===== src/rtl/reg16_serial_reader.sv =====
// Serializes one parallel word accepted over valid/ready onto sout with sframe/sdone strobes.
// Optional macro READER_PARITY_EN appends an even-parity bit after the data bits.
module reg16_serial_reader #(
  parameter int WIDTH     = 16,
  parameter int CLK_DIV   = 1,
  parameter int LSB_FIRST = 0
) (
  input  logic             clk,
  input  logic             reset,
  input  logic             load_valid,
  input  logic [WIDTH-1:0] load_data,
  output logic             load_ready,
  output logic             sout,
  output logic             sframe,
  output logic             sdone,
  output logic             busy
);

  localparam int DIV_W = (CLK_DIV > 1) ? $clog2(CLK_DIV) : 1;
  localparam int BIT_W = $clog2(WIDTH);
  localparam logic [DIV_W-1:0] DIV_MAX  = DIV_W'(CLK_DIV - 1);
  localparam logic [DIV_W-1:0] DIV_ONE  = DIV_W'(1);
  localparam logic [DIV_W-1:0] DIV_ZERO = DIV_W'(0);
  localparam logic [BIT_W-1:0] BIT_MAX  = BIT_W'(WIDTH - 1);
  localparam logic [BIT_W-1:0] BIT_ONE  = BIT_W'(1);
  localparam logic [BIT_W-1:0] BIT_ZERO = BIT_W'(0);

`ifdef READER_PARITY_EN
  typedef enum logic [1:0] {
    ST_IDLE  = 2'd0,
    ST_SHIFT = 2'd1,
    ST_DONE  = 2'd2,
    ST_PAR   = 2'd3
  } state_t;
`else
  typedef enum logic [1:0] {
    ST_IDLE  = 2'd0,
    ST_SHIFT = 2'd1,
    ST_DONE  = 2'd2
  } state_t;
`endif

  state_t           state_q, state_d;
  logic [WIDTH-1:0] shreg_q, shreg_d;
  logic [DIV_W-1:0] div_q,   div_d;
  logic [BIT_W-1:0] bit_q,   bit_d;
  logic             sout_q,   sout_d;
  logic             sframe_q, sframe_d;
  logic             sdone_q,  sdone_d;
  logic             busy_q,   busy_d;
  logic             ready_q,  ready_d;
`ifdef READER_PARITY_EN
  logic             par_q,    par_d;

  function automatic logic even_parity(input logic [WIDTH-1:0] w);
    return ^w;
  endfunction
`endif

  function automatic logic head_bit(input logic [WIDTH-1:0] w);
    return (LSB_FIRST != 0) ? w[0] : w[WIDTH-1];
  endfunction

  function automatic logic [WIDTH-1:0] advance(input logic [WIDTH-1:0] w);
    return (LSB_FIRST != 0) ? {1'b0, w[WIDTH-1:1]} : {w[WIDTH-2:0], 1'b0};
  endfunction

  // Next-state, shift register and divider/bit counter update
  always_comb begin
    state_d = state_q;
    shreg_d = shreg_q;
    div_d   = div_q;
    bit_d   = bit_q;
`ifdef READER_PARITY_EN
    par_d   = par_q;
`endif
    case (state_q)
      ST_IDLE: begin
        if (load_valid) begin
          state_d = ST_SHIFT;
          shreg_d = load_data;
          div_d   = DIV_ZERO;
          bit_d   = BIT_ZERO;
`ifdef READER_PARITY_EN
          par_d   = even_parity(load_data);
`endif
        end else begin
          state_d = ST_IDLE;
        end
      end
      ST_SHIFT: begin
        if (div_q == DIV_MAX) begin
          div_d   = DIV_ZERO;
          shreg_d = advance(shreg_q);
          if (bit_q == BIT_MAX) begin
            bit_d = BIT_ZERO;
`ifdef READER_PARITY_EN
            state_d = ST_PAR;
`else
            state_d = ST_DONE;
`endif
          end else begin
            bit_d = bit_q + BIT_ONE;
          end
        end else begin
          div_d = div_q + DIV_ONE;
        end
      end
`ifdef READER_PARITY_EN
      ST_PAR: begin
        if (div_q == DIV_MAX) begin
          div_d   = DIV_ZERO;
          state_d = ST_DONE;
        end else begin
          div_d = div_q + DIV_ONE;
        end
      end
`endif
      ST_DONE: begin
        state_d = ST_IDLE;
      end
      default: begin
        state_d = ST_IDLE;
      end
    endcase
  end

  // Outputs are decoded from the upcoming state so they can be registered without extra latency
  always_comb begin
    sout_d   = 1'b0;
    sframe_d = 1'b0;
    sdone_d  = 1'b0;
    busy_d   = 1'b1;
    ready_d  = 1'b0;
    case (state_d)
      ST_IDLE: begin
        busy_d  = 1'b0;
        ready_d = 1'b1;
      end
      ST_SHIFT: begin
        sout_d   = head_bit(shreg_d);
        sframe_d = 1'b1;
      end
`ifdef READER_PARITY_EN
      ST_PAR: begin
        sout_d   = par_d;
        sframe_d = 1'b1;
      end
`endif
      ST_DONE: begin
        sdone_d = 1'b1;
      end
      default: begin
        busy_d  = 1'b0;
        ready_d = 1'b1;
      end
    endcase
  end

  // State, datapath and output registers
  always_ff @(posedge clk or negedge reset) begin
    if (!reset) begin
      state_q  <= ST_IDLE;
      shreg_q  <= {WIDTH{1'b0}};
      div_q    <= DIV_ZERO;
      bit_q    <= BIT_ZERO;
      sout_q   <= 1'b0;
      sframe_q <= 1'b0;
      sdone_q  <= 1'b0;
      busy_q   <= 1'b0;
      ready_q  <= 1'b1;
`ifdef READER_PARITY_EN
      par_q    <= 1'b0;
`endif
    end else begin
      state_q  <= state_d;
      shreg_q  <= shreg_d;
      div_q    <= div_d;
      bit_q    <= bit_d;
      sout_q   <= sout_d;
      sframe_q <= sframe_d;
      sdone_q  <= sdone_d;
      busy_q   <= busy_d;
      ready_q  <= ready_d;
`ifdef READER_PARITY_EN
      par_q    <= par_d;
`endif
    end
  end

  assign sout       = sout_q;
  assign sframe     = sframe_q;
  assign sdone      = sdone_q;
  assign busy       = busy_q;
  assign load_ready = ready_q;

endmodule


===== config.mk =====
export PLATFORM = sky130hd
export DESIGN_NAME = reg16_serial_reader
export DESIGN_NICKNAME = d
export VERILOG_FILES = /design/src/rtl/reg16_serial_reader.sv
export SDC_FILE = /design/constraint.sdc
export NUM_CORES = 1
export LEC_CHECK = 0
export CELL_PAD_IN_SITES_DETAIL_PLACEMENT = 1
export CELL_PAD_IN_SITES_GLOBAL_PLACEMENT = 1
export CORE_MARGIN = 4
export CORE_UTILIZATION = 40
export CTS_CLUSTER_DIAMETER = 40
export DETAILED_ROUTE_END_ITERATION = 16
export DONT_BUFFER_PORTS = 1
export GPL_TIMING_DRIVEN = 0
export PLACE_DENSITY = 0.66
export SKIP_CTS_REPAIR_TIMING = 1
export SLEW_MARGIN = 20
export SYNTH_ARGS = -nofsm -noshare
export SYNTH_HDL_FRONTEND = slang
export SYNTH_SLANG_ARGS = --single-unit

===== constraint.sdc =====
create_clock -name clk -period 3.15 [get_ports clk]
set_input_delay 0.63 -clock clk [delete_from_list [all_inputs] [get_ports clk]]
set_output_delay 0.63 -clock clk [all_outputs]
set_load 0.02 [all_outputs]

==> flow_metrics.py <==
metrics = {
    "run_status": {
        "status": "completed",
    },
    "power_and_ir_drop": {
        "peakVddDrop_mv": 0.3664,
        "power.density_mw_per_mm2": 843.9,
        "pwr-share-clk": 0.141,
        "power.switching_mw": 0.3879,
        "internal_power_mw": 0.6660,
        "power_leakage_nw": 0.6084,
        "pwr-share-seq": 0.554,
        "total_power_mw": 1.054,
        "p_comb_frac": 0.305,
        "switching_share": 0.3680,
    },
    "yosys": {
        "ys_warn_count": 0,
        "synth_area_leaders": "dfrtp_1 56%, nand2_1 11%, a22oi_1 9.0%",
        "synth_cell_types": 26,
        "netlist_area_mm2": 0.001162,
        "synthCells": 112,
        "synth_nets": 135,
        "synth_edf_count": 0,
        "yosys.area.top_type": "dfrtp_1",
        "ys.flop_type": "dfrtp_1",
        "synth_top_cell_area_share": 0.5597,
        "synthArstFlopShare": 1.000,
        "synth_seq_area_share": 0.5823,
        "avgSynthCellArea_um2": 10.38,
        "synth-seq-cells": 27,
        "synth_common_cells": "34 x nand2_1, 26 x dfrtp_1, 14 x a22oi_1",
        "yosysMostFrequentCell": "nand2_1",
    },
    "layout": {
        "multiInputGateArea_um2": 441.7,
        "fillers": 323,
        "area_growth_pct": 7.428,
        "diodes": 0,
        "fin_nets": 141,
        "seq_area_um2": 676.9,
        "drive_gt1_frac": 0.1282,
        "post-route-cell-area_mm2": 0.001249,
        "post_layout_nonfiller_instances": 148,
    },
    "critical_path": {
        "cp_cell_sequence": "nor3b_2, buf_2, a21oi_1, inv_1, ha_1, nor4b_1",
        "crit_arrival_ns": 1.87,
        "reg2reg_slack_ns": 1.50,
        "critical_path.max_fanout": 10,
        "max_stage_delay_ns": 0.47,
        "path_class": "register to register",
        "crit_path_end_kind": "register",
        "timing.critical_path.buf_inv": 2,
        "path_delay_family": "flip-flops",
        "reg2reg_depth": 6,
        "slowest_stage": "dfrtp_1",
        "worstSetupStartpointType": "register",
        "r2r_end": "sout",
        "worstPathRequired_ns": 3.37,
        "r2r_start": "state_q[0]",
    },
    "global_routing": {
        "grt_use_total": 0.1475,
        "grt_pass1_vias": 865,
        "grt_start_max_net_pins": 28,
        "grt_antenna_before_repair": 0,
        "grt_overflow": 0,
        "grt_pass1_wl_mm": 4.077,
    },
    "detailed_routing": {
        "drt-initial-drc-count": 30,
        "vias": 812,
        "wl_per_cell_um": 16.21,
        "dr.pass1.iters": 4,
        "drc": 0,
        "ant_nets": 0,
        "viasPerCell": 5.486,
        "drt_wl_total_mm": 2.399,
    },
    "floorplan": {
        "die_y_um": 61.91,
        "dieArea_mm2": 0.003832,
        "rows": 19,
        "start_util": 0.4215,
        "coreArea_mm2": 0.002758,
        "die_x_um": 61.91,
        "ioPinCount": 24,
    },
    "sta": {
        "setup_viol_count_final": 0,
        "drv_slew": 0,
        "fmaxAchievable_ghz": 0.6044,
        "period_share": 0.5252,
        "rsz0062_at_grt": "false",
        "relSlewSlack": 0.6837,
        "setup_tns_ns": 0,
        "finClkSkew_ns": 0.01166,
        "finalHoldViolations": 0,
        "tightestPinTransition_ns": 0.4735,
        "finalHoldWorstSlack_ns": 0.09201,
        "min_period_ns": 1.654,
    },
    "run": {
        "drv_cap": 0,
    },
    "cts": {
        "clock_latency_ns": 0.32,
        "cts_buffers": 3,
        "clock-root-buffer": "clkbuf_4",
        "cts_htree_levels": 1,
        "cts_tree": "done",
        "clk_pin_slew_ns": 0.15,
        "cts.sinks": 27,
        "cts_buffer_depth": 2,
    },
    "place": {
        "dpl.hpwl_mm": 1.677,
        "dp.cells": 143,
        "placed_cell_area_mm2": 0.001201,
        "place.gp.congestion": 0.6650,
        "io_buffer_count": 0,
    },
    "hold_path": {
        "hp-class": "input pin to async pin",
    },
}
[worst max-delay path by stage]
stage	depth (start not counted)	slack, ns	from	end
global route	6	1.34	state_q[0]	sout
detailed placement	6	1.34	load_valid	sout
CTS	6	1.46	state_q[0]	sout
global placement	6	1.40	load_valid	sout
floorplan	6	1.55	load_valid	sout
finish	6	1.50	state_q[0]	sout
[sequential cells by signal, summed over array words and instances (netlist names)]
| signal | cells |
|---|---|
| shreg_q | 16 |
| bit_q | 4 |
| state_q | 2 |
| busy | 1 |
| load_ready | 1 |
| sdone | 1 |
| sframe | 1 |
| sout | 1 |
[cells by family after synthesis]
family	Yosys count	share of synthesized area
and+or+nand+nor	50	0.2013
DFF	27	0.5823
AOI/OAI and AO/OA	22	0.1281
buffers and inverters	8	0.03767
adders and majority gates	4	0.04306
xor gates and xnor gates	1	0.007536
[power by group through the flow]
| stage | clock, mW | combinational (mW) | sequential, mW |
|---|---|---|---|
| 2_1_floorplan | 0 | 0.252 | 0.568 |
| 3_3_place_gp | 0 | 0.301 | 0.587 |
| 3_5_place_dp | 0 | 0.317 | 0.593 |
| 4_1_cts | 0.156 | 0.319 | 0.585 |
| 5_1_grt | 0.175 | 0.378 | 0.604 |
| 6_report | 0.148 | 0.321 | 0.584 |
[through the flow]
stage                 util  setup slack (ns)
global placement    0.4356             1.404
finish              0.4528             1.496
CTS                 0.4456             1.457
floorplan                -             1.549
global route        0.4528             1.343
detailed placement  0.4356             1.337
[cell type report]
cell class,instances,area share
timing repair buffer,1,0.01603
clock inverter,1,0.004008
inverter,3,0.009018
multi-input combinational,77,0.3537
buffer,5,0.02605
clock buffer,3,0.01804
tap,31,0.03106
sequential,27,0.5421
[worst register-to-register path, cell delays in order, from the launching register on]
cell and delay, ns:
dfrtp_1 0.47, nor3b_2 0.22, buf_2 0.28, a21oi_1 0.09
inv_1 0.11, ha_1 0.16, nor4b_1 0.23
[cell usage in the layout (no fill, tap or decap)]
master and n:
nand2_1 34, dfrtp_1 26, a22oi_1 14, ha_1 4, inv_1 3, buf_4 3
a21oi_1 3, clkbuf_4 3, nand2b_1 2, or2_2 2, nor2b_1 2, buf_2 2
nor2_1 2, o21ai_0 2, nand3_1 1, nor3b_2 1, or3b_2 1, nor3_1 1
nor4b_1 1, o21bai_1 1, nand3b_1 1, xor2_1 1, o21ai_1 1, nor3b_1 1
nand4_1 1, o22ai_1 1, clkinv_2 1, buf_12 1, dfstp_2 1
[metal layers]
layer / global-route usage / wire, um / up-vias
met3: 0.04132 / 129 / 2
met2: 0.2227 / 1108 / 17
met1: 0.2026 / 1145 / 402
met4: 0.05455 / 17 / 0
met5: 0 / 0 / -
li1: - / - / 391
(Power assumes the default switching activity.)
